**config.mk**
```make
export PLATFORM = sky130hd
export DESIGN_NAME = zbt_port_arbiter
export DESIGN_NICKNAME = d
export VERILOG_FILES = /design/src/rtl/zbt_port_arbiter.sv
export SDC_FILE = /design/constraint.sdc
export NUM_CORES = 1
export LEC_CHECK = 0
export BUFFER_PORTS_ARGS = -buffer_cell sky130_fd_sc_hd__buf_4
export CAP_MARGIN = 20
export CORE_ASPECT_RATIO = 0.6
export CORE_MARGIN = 2
export CORE_UTILIZATION = 45
export CTS_CLUSTER_DIAMETER = 200
export DETAILED_ROUTE_END_ITERATION = 8
export HOLD_SLACK_MARGIN = 0.12
export PLACE_DENSITY = 0.67
export SYNTH_ARGS = -nofsm -noshare
export SYNTH_HDL_FRONTEND = slang
export SYNTH_SLANG_ARGS = --single-unit
```
**constraint.sdc**
```tcl
create_clock -name clk -period 3.7 [get_ports clk]
set_input_delay 0.74 -clock clk [delete_from_list [all_inputs] [get_ports clk]]
set_output_delay 0.74 -clock clk [all_outputs]
set_load 0.02 [all_outputs]
```
**src/rtl/zbt_port_arbiter.sv**
```systemverilog
// Shares one ZBT SRAM port between a buffered camera write stream and a
// priority display read stream, with a frame-aligned image freeze.
module zbt_port_arbiter #(
    parameter int FIFO_DEPTH = 4,
    parameter int RD_LAT     = 2
) (
    input  logic        clk,
    input  logic        reset_n,
    input  logic        wr_req,
    input  logic [18:0] wr_addr,
    input  logic [35:0] wr_data,
    input  logic        wr_frame,
    input  logic        freeze_req,
    input  logic        disp_req,
    input  logic [18:0] disp_addr,
    output logic [35:0] disp_data,
    output logic        disp_valid,
    output logic [18:0] ram_addr,
    output logic        ram_we,
    output logic [35:0] ram_wdata,
    input  logic [35:0] ram_rdata,
    output logic        frozen,
    output logic        wr_overflow,
    output logic [15:0] drop_count
);

    // state       | meaning
    // RUN         | camera writes accepted
    // FREEZE_PEND | freeze requested, writes accepted until next frame start
    // FROZEN      | stored image held, camera writes ignored
    // RESUME_PEND | freeze released, writes resume at next frame start
    typedef enum logic [1:0] {RUN, FREEZE_PEND, FROZEN, RESUME_PEND} state_t;

    localparam int AW = $clog2(FIFO_DEPTH);
    localparam int PW = AW + 1;

    state_t state_q, state_d, state_mid;

    logic [18:0]       fifo_addr_q [FIFO_DEPTH];
    logic [35:0]       fifo_data_q [FIFO_DEPTH];
    logic [PW-1:0]     wr_ptr_q, rd_ptr_q;
    logic [RD_LAT-1:0] rd_pipe_q, rd_pipe_d;

    logic [18:0] ram_addr_q;
    logic        ram_we_q;
    logic [35:0] ram_wdata_q;
    logic [35:0] disp_data_q;
    logic        disp_valid_q;
    logic        wr_overflow_q;
    logic [15:0] drop_count_q;

    logic empty, full, pop, accept, push_try, push, drop;

    // freeze_req moves the state first; wr_frame then acts on the result
    always_comb begin
        state_mid = state_q;
        case (state_q)
            RUN:         if (freeze_req)  state_mid = FREEZE_PEND;
            FREEZE_PEND: if (!freeze_req) state_mid = RUN;
            FROZEN:      if (!freeze_req) state_mid = RESUME_PEND;
            RESUME_PEND: if (freeze_req)  state_mid = FROZEN;
            default:                      state_mid = RUN;
        endcase
        state_d = state_mid;
        if (wr_frame) begin
            case (state_mid)
                FREEZE_PEND: state_d = FROZEN;
                RESUME_PEND: state_d = RUN;
                default:     state_d = state_mid;
            endcase
        end
        accept = (state_d == RUN) || (state_d == FREEZE_PEND);
    end

    always_comb begin
        empty     = (wr_ptr_q == rd_ptr_q);
        full      = (wr_ptr_q[AW] != rd_ptr_q[AW]) &&
                    (wr_ptr_q[AW-1:0] == rd_ptr_q[AW-1:0]);
        pop       = !disp_req && !empty;
        push_try  = wr_req && accept;
        push      = push_try && (!full || pop);
        drop      = push_try && full && !pop;
        rd_pipe_d = RD_LAT'({rd_pipe_q, disp_req});
    end

    always_ff @(posedge clk) begin
        if (push) begin
            fifo_addr_q[wr_ptr_q[AW-1:0]] <= wr_addr;
            fifo_data_q[wr_ptr_q[AW-1:0]] <= wr_data;
        end
    end

    always_ff @(posedge clk) begin
        if (!reset_n) begin
            state_q       <= RUN;
            wr_ptr_q      <= '0;
            rd_ptr_q      <= '0;
            rd_pipe_q     <= '0;
            ram_addr_q    <= '0;
            ram_we_q      <= 1'b0;
            ram_wdata_q   <= '0;
            disp_data_q   <= '0;
            disp_valid_q  <= 1'b0;
            wr_overflow_q <= 1'b0;
            drop_count_q  <= '0;
        end else begin
            state_q   <= state_d;
            rd_pipe_q <= rd_pipe_d;
            if (push) wr_ptr_q <= wr_ptr_q + PW'(1);
            if (pop)  rd_ptr_q <= rd_ptr_q + PW'(1);

            if (disp_req) begin
                ram_addr_q <= disp_addr;
                ram_we_q   <= 1'b0;
            end else if (!empty) begin
                ram_addr_q  <= fifo_addr_q[rd_ptr_q[AW-1:0]];
                ram_wdata_q <= fifo_data_q[rd_ptr_q[AW-1:0]];
                ram_we_q    <= 1'b1;
            end else begin
                ram_we_q <= 1'b0;
            end

            // read data is captured on the edge closing the RD_LAT-th cycle after ram_addr
            disp_valid_q <= rd_pipe_q[RD_LAT-1];
            if (rd_pipe_q[RD_LAT-1]) disp_data_q <= ram_rdata;

            if (drop) begin
                wr_overflow_q <= 1'b1;
                if (drop_count_q != 16'hFFFF) drop_count_q <= drop_count_q + 16'd1;
            end
        end
    end

    assign ram_addr    = ram_addr_q;
    assign ram_we      = ram_we_q;
    assign ram_wdata   = ram_wdata_q;
    assign disp_data   = disp_data_q;
    assign disp_valid  = disp_valid_q;
    assign frozen      = (state_q == FROZEN);
    assign wr_overflow = wr_overflow_q;
    assign drop_count  = drop_count_q;

endmodule

```
-- Word-level counts from Yosys, hierarchy flattened
Memory sizes are Yosys's and may differ from the RTL's. A register that Yosys moved wholly into a read port is not among the register bits.
Index checks and enable logic that the tools add are counted.
- bits of input ports: 116
- register bits after elaboration: 84
- logic and storage cells: 61
- memory bits (writable): 220
- memories kept: 2
- output and inout port bits: 111
- add/sub/neg operators: 3
- eq/ne operators: 11
- reductions and logical operators: 18
- bitwise gates (word level): 3
- mux-type cells: 14
- memories (name ; words ; bits a word ; read ports ; clocked after memory_dff ; wr ports ; RTL line ; text):
    fifo_data_q ; 4 ; 36 ; 1 ; 1 ; 1 ; 40 ; logic [35:0] fifo_data_q [FIFO_DEPTH];
    fifo_addr_q ; 4 ; 19 ; 1 ; 1 ; 1 ; 39 ; logic [18:0] fifo_addr_q [FIFO_DEPTH];
- operators by type and width (operator ; number):
    19-bit 2-to-1 mux ; 2
    16-bit by 1-bit adder with 16-bit output (second input constant) ; 1
    16-bit inequality test (second input constant) ; 1
    2-bit 2-to-1 mux ; 7
    2-bit case mux with 4 select lines ; 1
    3-bit by 1-bit adder with 3-bit output (second input constant) ; 2
    2-bit by 1-bit == test with 1-bit output (second input constant) ; 3
    2-bit == test (second input constant) ; 3
    1-bit logical AND ; 6
    1-bit logical NOT ; 5
    2-bit logical NOT ; 2
    2-bit case mux with 2 select lines ; 1
    2-bit AND reduction ; 2
    3-bit == test ; 1
    1-bit 2-to-1 mux ; 3
    1-bit NOT ; 3
    2-bit == test ; 1
    1-bit logical OR ; 2
    2-bit inequality test (second input constant) ; 1
    2-bit OR reduction ; 1
    1-bit inequality test ; 1

-- Depth between registers and ports, before layout
Gate-level depths: netlist of run 1.
- depth after elaboration: 11
- gate-level depth with buffers: 7
- depth with buffers taken out: 6

-- Least setup slack after synthesis of run 1
No wires, ideal clock.
- kind: input -> register
- start point: input wr_frame
- end point: memory fifo_addr_q[3][0] (enable)
- cell stages on the path: 5
- path buffers: 1
- setup time: 419 ps
- setup slack: 331 ps
- data required time: 3281 ps
- arrival time: 2950 ps
- cells stage by stage: mux2i_1 nand2_1 nor2b_1 clkbuf_1 and2_1
- cells in the longest elaborated chain, start to end: 7
- elaborated cells on any way between the ends: 8
- those cells by class: eq/ne: 1; mux: 3; reduce/logical: 4
- RTL lines (element ; RTL line ; text):
    start, declared ; 12 ; input logic wr_frame,
    2-bit 2-to-1 mux (*) ; 65 ; if (wr_frame) begin
    2-bit by 1-bit == test with 1-bit output / 2-bit logical NOT (equally long branches) ; 72 ; accept = (state_d == RUN) || (state_d == FREEZE_PEND);
    1-bit logical OR (*) ; 72 ;
    1-bit logical AND (*) ; 80 ; push_try = wr_req && accept;
    1-bit logical AND (*) ; 81 ; push = push_try && (!full || pop);
    1-bit 2-to-1 mux (*) ; 87 ; if (push) begin
    1-bit 2-to-1 mux (implied by the code) (*) ; 88 ; fifo_addr_q[wr_ptr_q[AW-1:0]] <= wr_addr;
    end, declared ; 39 ;
Mark *: on every way between the ends. The rest lies on a longest branch, timed or not.

-- Final worst setup path of run 1
- start point: register wr_ptr_q[0]
- end point: memory fifo_addr_q[0][5] (enable)
- cells in the longest elaborated chain, start to end: 7
- elaborated cells on any way between the ends: 10
- those cells by class: eq/ne: 2; mux: 2; reduce/logical: 6
- RTL lines (element ; RTL line ; text):
    start, declared ; 41 ; logic [PW-1:0] wr_ptr_q, rd_ptr_q;
    start signal, assigned ; 109 ; if (push) wr_ptr_q <= wr_ptr_q + PW'(1);
    3-bit == test / 2-bit == test (equally long branches) ; 76, 78 ;
    1-bit logical NOT / 1-bit logical AND (equally long branches) ; - ;
    1-bit logical AND / 1-bit logical NOT (equally long branches) ; 79, 81 ;
    1-bit logical OR ; 81 ;
    1-bit logical AND ; 81 ;
    1-bit 2-to-1 mux ; 87 ;
    1-bit 2-to-1 mux (implied by the code) ; 88 ;
Several ways; a longest one is shown, not always the timed one.

==> metrics.txt, run 1 <==
RSZ-0062 raised after global routing=false; Synth Instances=804; Nets=1157; Core Box Area=27600 sq um; post-CTS setup buffers=0; I/O Buffers=226; Max-slew headroom=0.259; Leak=5.75 nW; EDFF count, synth=220; first-pass GRT wire length=42400 um; cell taking the most area after synthesis=edfxtp_1; Pwr Total=0.00898 W; FF+latch count, synth=342; part of the cycle the worst path needs=0.664; Final Max Slew Viols=0; Worst Max-Slew Pin Slew=1.11 ns; starting density of the core=0.459; Worst Skew=0.00968 ns; Via density=5.21; Clock Tree Buf Depth=3; I/O pin cnt=227; DP Worst Slack=0.864 ns; CTS hold repair buffers=0; worst stage delay on the critical path=0.56 ns; routability congestion estimate=0.758; CTS tree=built; VDD IR max=372 uV; Top Family by Delay on Critical Path=simple AND/OR/NAND/NOR gates; Setup crit end kind=flip-flop; Setup violations, final=0; initial antenna violation count=1; worst path bufs/invs=1; WS Path Type=reg -> reg; clk sink count=342; Die Height=134 um; Hold Crit Class=in -> reg; Routed Antenna Nets=0; Remaining DRCs=0; pwr dens=564 nW/um^2; Die ar.=29600 sq um; Tmin final=2.46 ns; Total Routing Usage GR=0.189; top cells by area in the synthesized netlist=edfxtp_1 (52%), dfxtp_1 (19%), mux4_2 (9.8%); share of cells above drive strength 1=0.350; post-synthesis async set-or-reset flop share=0; Crit path arrival time=2.73 ns; H-tree depth=1; Max Cap Viol=0; clock root cell=clkbuf_16; Syn Nets=926; clock-pin slew of the registers on the worst-case setup and hold paths=0.06 ns; Die Span X=221 um; Hold Vio Cnt, Final=0; Synth warnings=0; Critical Path RT=3.97 ns; Layout area overhead=25.4%; row cnt=47; Cell variety after synth=40; Routed WL per cell=19.6 um; Worst Path Max Fanout=21; Synth top cells by count=edfxtp_1 (220), dfxtp_1 (122), nand2_1 (85), mux2i_1 (61), a21oi_1 (59); initial DRC count=429; global route total overflow=0; Mapped Area=12700 sq um; largest net degree at the start of global routing=56; via count=7446; number of global-route vias before repair=7353; most common cell in the netlist=edfxtp_1; total CTS buffers=31; worst-path cell chain=xnor2_2 -> nand4_4 -> nor2b_1 -> and2_4 -> buf_4; post-DP HPWL=18500 um; Clock Latency Late Sink=0.57 ns; drt first pass iters=4; Worst setup SP type=flip-flop; final setup margin=1.24 ns; drt total wl=28000 um; Slowest-stage cell, CP=nor2b_1; outcome=finished clean; Max Clk Rate=407 MHz; Main synth FF type=edfxtp_1; Avg Inst Size Synth=15.8 sq um; cells resized by post-CTS repair=0; sequential-to-total area share from yosys stat=0.713; area share of the largest cell type after synthesis=0.521; Setup TNS Final=0 ns
==> kinds of logic (layout without fill, tap and decap cells) <==
logic type / Yosys count / in the layout / synth area share
compound gates: 87 / 87 / 0.0359
xor+xnor: 14 / 14 / 0.0117
fa+ha+maj: 6 / 6 / 0.00592
buf+inv: 51 / 307 / 0.0167
flops: 342 / 342 / 0.713
mux: 116 / 116 / 0.146
other cells: 0 / 1 / 0
simple gates: 188 / 188 / 0.0706
==> registers in the layout (all words and copies together), names as in the netlist, named ones only <==
register	count
ram_addr	19
rd_pipe_q	2
fifo_addr_q	76
drop_count	16
wr_ptr_q	3
fifo_data_q	144
state_q	2
ram_wdata	36
ram_we	1
disp_data	36
rd_ptr_q	3
wr_overflow	1
disp_valid	1
==> cell usage in the layout, fill, tap and decap left out, types with 9 or more instances in the layout <==
| master | netlist | layout |
|---|---|---|
| xnor2_1 | 11 | 11 |
| mux4_2 | 55 | 55 |
| mux2i_1 | 61 | 61 |
| buf_4 | 1 | 238 |
| edfxtp_1 | 220 | 220 |
| clkinv_2 | 0 | 9 |
| o21ai_0 | 20 | 20 |
| nand2_1 | 85 | 84 |
| clkbuf_16 | 0 | 32 |
| dfxtp_1 | 122 | 119 |
| nor2_1 | 56 | 56 |
| nand4_1 | 10 | 10 |
| a21oi_1 | 59 | 59 |
==> layout make-up <==
class / instances / area [sq um]
fill: 2209 / 11700
antenna: 1 / 2.50
clock inverter: 16 / 149
clock buffer: 42 / 898
inverter: 7 / 27.5
sequential: 342 / 9050
tap: 367 / 459
timing repair buffer: 242 / 1870
multi-input combinational: 411 / 3450
==> per-stage QoR <==
stage | instance area [sq um] | util | hold slack (ns) | cells
after floorplan | 12700 | - | 0.412 | 804
after global placement | 14900 | 0.538 | 0.416 | 1369
after detailed placement | 14900 | 0.538 | 0.419 | 1369
after CTS | 15900 | 0.576 | 0.331 | 1427
after global routing | 15900 | 0.576 | 0.332 | 1427
final | 15900 | 0.576 | 0.356 | 1428
==> final timing paths <==
kind	startpoint	endpoint	slack (ns)	cells past startpoint
worst max register to register	wr_ptr_q[0]$_SDFFE_PN0N_	fifo_addr_q[0][5]$_DFFE_PP_	1.24	5
worst min-delay path	wr_frame	state_q[0]$_SDFF_PN0_	0.36	2
worst max-delay path	wr_ptr_q[0]$_SDFFE_PN0N_	fifo_addr_q[0][5]$_DFFE_PP_	1.24	5
worst min register to register	rd_pipe_q[0]$_SDFF_PN0_	rd_pipe_q[1]$_SDFF_PN0_	0.43	1
==> where the power goes <==
group | leakage, nW | switching [W] | total, W | internal, W
logic | 2.23 | 0.000711 | 0.00135 | 0.000636
registers | 3.00 | 0.000118 | 0.00439 | 0.00427
clock network | 0.515 | 0.00140 | 0.00324 | 0.00185
==> metal layers <==
metal	share of wire	global-route usage	routed length (um)	vias up
li1	-	-	-	3480
met1	0.46	0.273	12800	3671
met2	0.45	0.297	12600	260
met3	0.080	0.0426	2230	35
met4	0.015	0.0352	407	0
met5	0	0	0	-
(Power assumes the default switching activity.)
==> run 2: changes to the inputs <==
PLACE_DENSITY = 0.69   (was 0.67)
clock period = 2 ns   (was 3.7 ns; I/O delays follow)
==> run 2 against run 1 <==
Sequential power grew 84%; utilization grew 5.7 points; sequential share of layout area shrank 5.1 points; hold slack lost 0.17 ns; count of clock-buffer cells in the layout shrank 1; final cell count grew 10%; combinational power grew 110%; via count grew 8.8%; wire length grew 8.1%; register-to-register slack lost 1.1 ns; flip-flop and latch count is the same; largest cell class unchanged.
==> metrics.txt, run 2 (same netlist as run 1, synthesis figures left out) <==
H-tree depth=1 (unchanged); I/O Buffers=226 (unchanged); via count=8101 (+8.8%); worst path bufs/invs=5 (+4); Clock Tree Buf Depth=3 (unchanged); initial DRC count=433 (+0.93%); drt first pass iters=4 (unchanged); number of global-route vias before repair=8233 (+12%); Slowest-stage cell, CP=dlygate4sd3_1; first-pass GRT wire length=46400 um (+9.4%); row cnt=47 (unchanged); Hold Vio Cnt, Final=0 (unchanged); fin area=17500 sq um (+9.8%); post-CTS setup buffers=0 (unchanged); global route total overflow=0 (unchanged); Worst setup SP type=input pin; starting density of the core=0.459 (unchanged); Worst Skew=0.0154 ns (+0.00575 ns); Worst Path Max Fanout=8 (-62%); Die Height=134 um (unchanged); Layout area overhead=37.8%; Clock Latency Late Sink=0.57 ns (about the same); Multi-input gate area=3470 sq um (+0.44%); CTS tree=built; total CTS buffers=31 (unchanged); part of the cycle the worst path needs=0.966; FF+latch area=9050 sq um (about the same); Setup TNS Final=0 ns (unchanged); Total Routing Usage GR=0.203 (+0.0147); Worst Max-Slew Pin Slew=0.605 ns (-0.506 ns); worst stage delay on the critical path=0.54 ns (-0.02 ns); Die Span X=221 um (unchanged); Remaining DRCs=0 (unchanged); Routed Antenna Nets=0 (unchanged); share of cells above drive strength 1=0.331 (-0.0186); largest net degree at the start of global routing=57 (+1.8%); Critical Path RT=2.29 ns (-1.68 ns); Max Clk Rate=518 MHz; post-DP HPWL=19200 um (+3.9%); Max Cap Viol=0 (unchanged); most common cell after layout, fill and taps aside=buf_4; I/O pin cnt=227 (unchanged); DP Worst Slack=0.00484 ns (-0.859 ns); routability congestion estimate=0.805 (+6.2%); worst-path cell chain=dlygate4sd3_1 -> buf_4 -> mux2i_1 -> buf_4 -> nand2_4 -> nor2b_4 -> buf_6 -> and2_4 -> clkbuf_16; Die ar.=29600 sq um (unchanged); commonest cells after routing, fill and taps aside=buf_4 (260), edfxtp_1 (220), dfxtp_1 (118); Crit path arrival time=2.22 ns (-0.51 ns); initial antenna violation count=1 (unchanged); Final Max Slew Viols=0 (unchanged); hold_ws=0.185 ns (-0.171 ns); Max-slew headroom=0.597 (+0.337); Nets=1304 (+13%); Via density=5.14 (-1.4%); Most common cell on crit path=buf_4; Setup violations, final=0 (unchanged); Leak=6.45 nW (+12%); Setup crit end kind=flip-flop; placed instance area=15200 sq um (+2.5%); VDD IR max=710 uV (+91%); Top Family by Delay on Critical Path=buffers and inverters; Core Box Area=27600 sq um (unchanged); Tmin final=1.93 ns; clock-pin slew of the registers on the worst-case setup and hold paths=0.07 ns (about the same); drt total wl=30300 um (+8.1%); Routed WL per cell=19.2 um (-2.0%); pwr dens=978 nW/um^2 (+73%); WS Path Type=in -> reg; Final Non-Filler Cells=1575 (+10%); max reg flops=144 (unchanged); Post-Place Cells=1402 (+2.4%); clk sink count=342 (unchanged); clock root cell=clkbuf_16; final setup margin=0.0680 ns (-1.17 ns); Hold Crit Class=in -> reg; # fillers=2037 (-7.8%); outcome=finished clean
-- run 2: final timing paths --
| path | depth (start not counted) | from | end | slack [ns] |
|---|---|---|---|---|
| worst min-delay path | 3 | reset_n | drop_count[9]$_SDFFE_PN0P_ | 0.18 |
| worst min register to register | 1 | rd_pipe_q[0]$_SDFF_PN0_ | rd_pipe_q[1]$_SDFF_PN0_ | 0.44 |
| worst max-delay path | 9 | wr_frame | fifo_data_q[1][3]$_DFFE_PP_ | 0.07 |
| worst max register to register | 6 | rd_ptr_q[0]$_SDFFE_PN0P_ | fifo_data_q[1][3]$_DFFE_PP_ | 0.14 |
-- run 2: timing repair --
| item | 4_1_cts | 5_1_grt |
|---|---|---|
| setup endpoints to repair | 0 | 176 |
| hold buffers | 112 | 0 |
| hold endpoints to repair | 276 | 0 |
| resized for setup | 0 | 5 |
-- run 2: metal layers --
metal	part of all wire	vias to the layer above	track usage
met5	0	-	0
met4	0.018	0	0.0433
met3	0.067	49	0.0395
met2	0.46	260	0.332
met1	0.45	4018	0.285
li1	-	3774	-
-- run 2: cell type report --
type / instances / share of cell area
Antenna cell: 1 / 0.000143
Inverter: 7 / 0.00158
Clock buffer: 41 / 0.0478
Timing Repair Buffer: 389 / 0.195
Sequential cell: 342 / 0.518
Multi-Input combinational cell: 411 / 0.198
Tap cell: 367 / 0.0263
Clock inverter: 17 / 0.0124
-- run 2: stage by stage --
stage	util	total power, W
floorplan	-	0.00984
global placement	0.551	0.0109
detailed placement	0.551	0.0109
CTS	0.630	0.0173
global route	0.632	0.0177
finish	0.632	0.0171
-- run 2: worst register-to-register path: cells and delay by family (launching register included) --
family                 cells  cell delay (ns)
flip-flops                 1             0.34
AND/OR/NAND/NOR            3             0.65
XOR/XNOR                   1             0.31
buffers and inverters      2             0.32
-- run 2: where the power goes --
group          switching (W)  internal (W)
sequential          0.000169       0.00790
combinational        0.00145       0.00143
clock                0.00256       0.00358
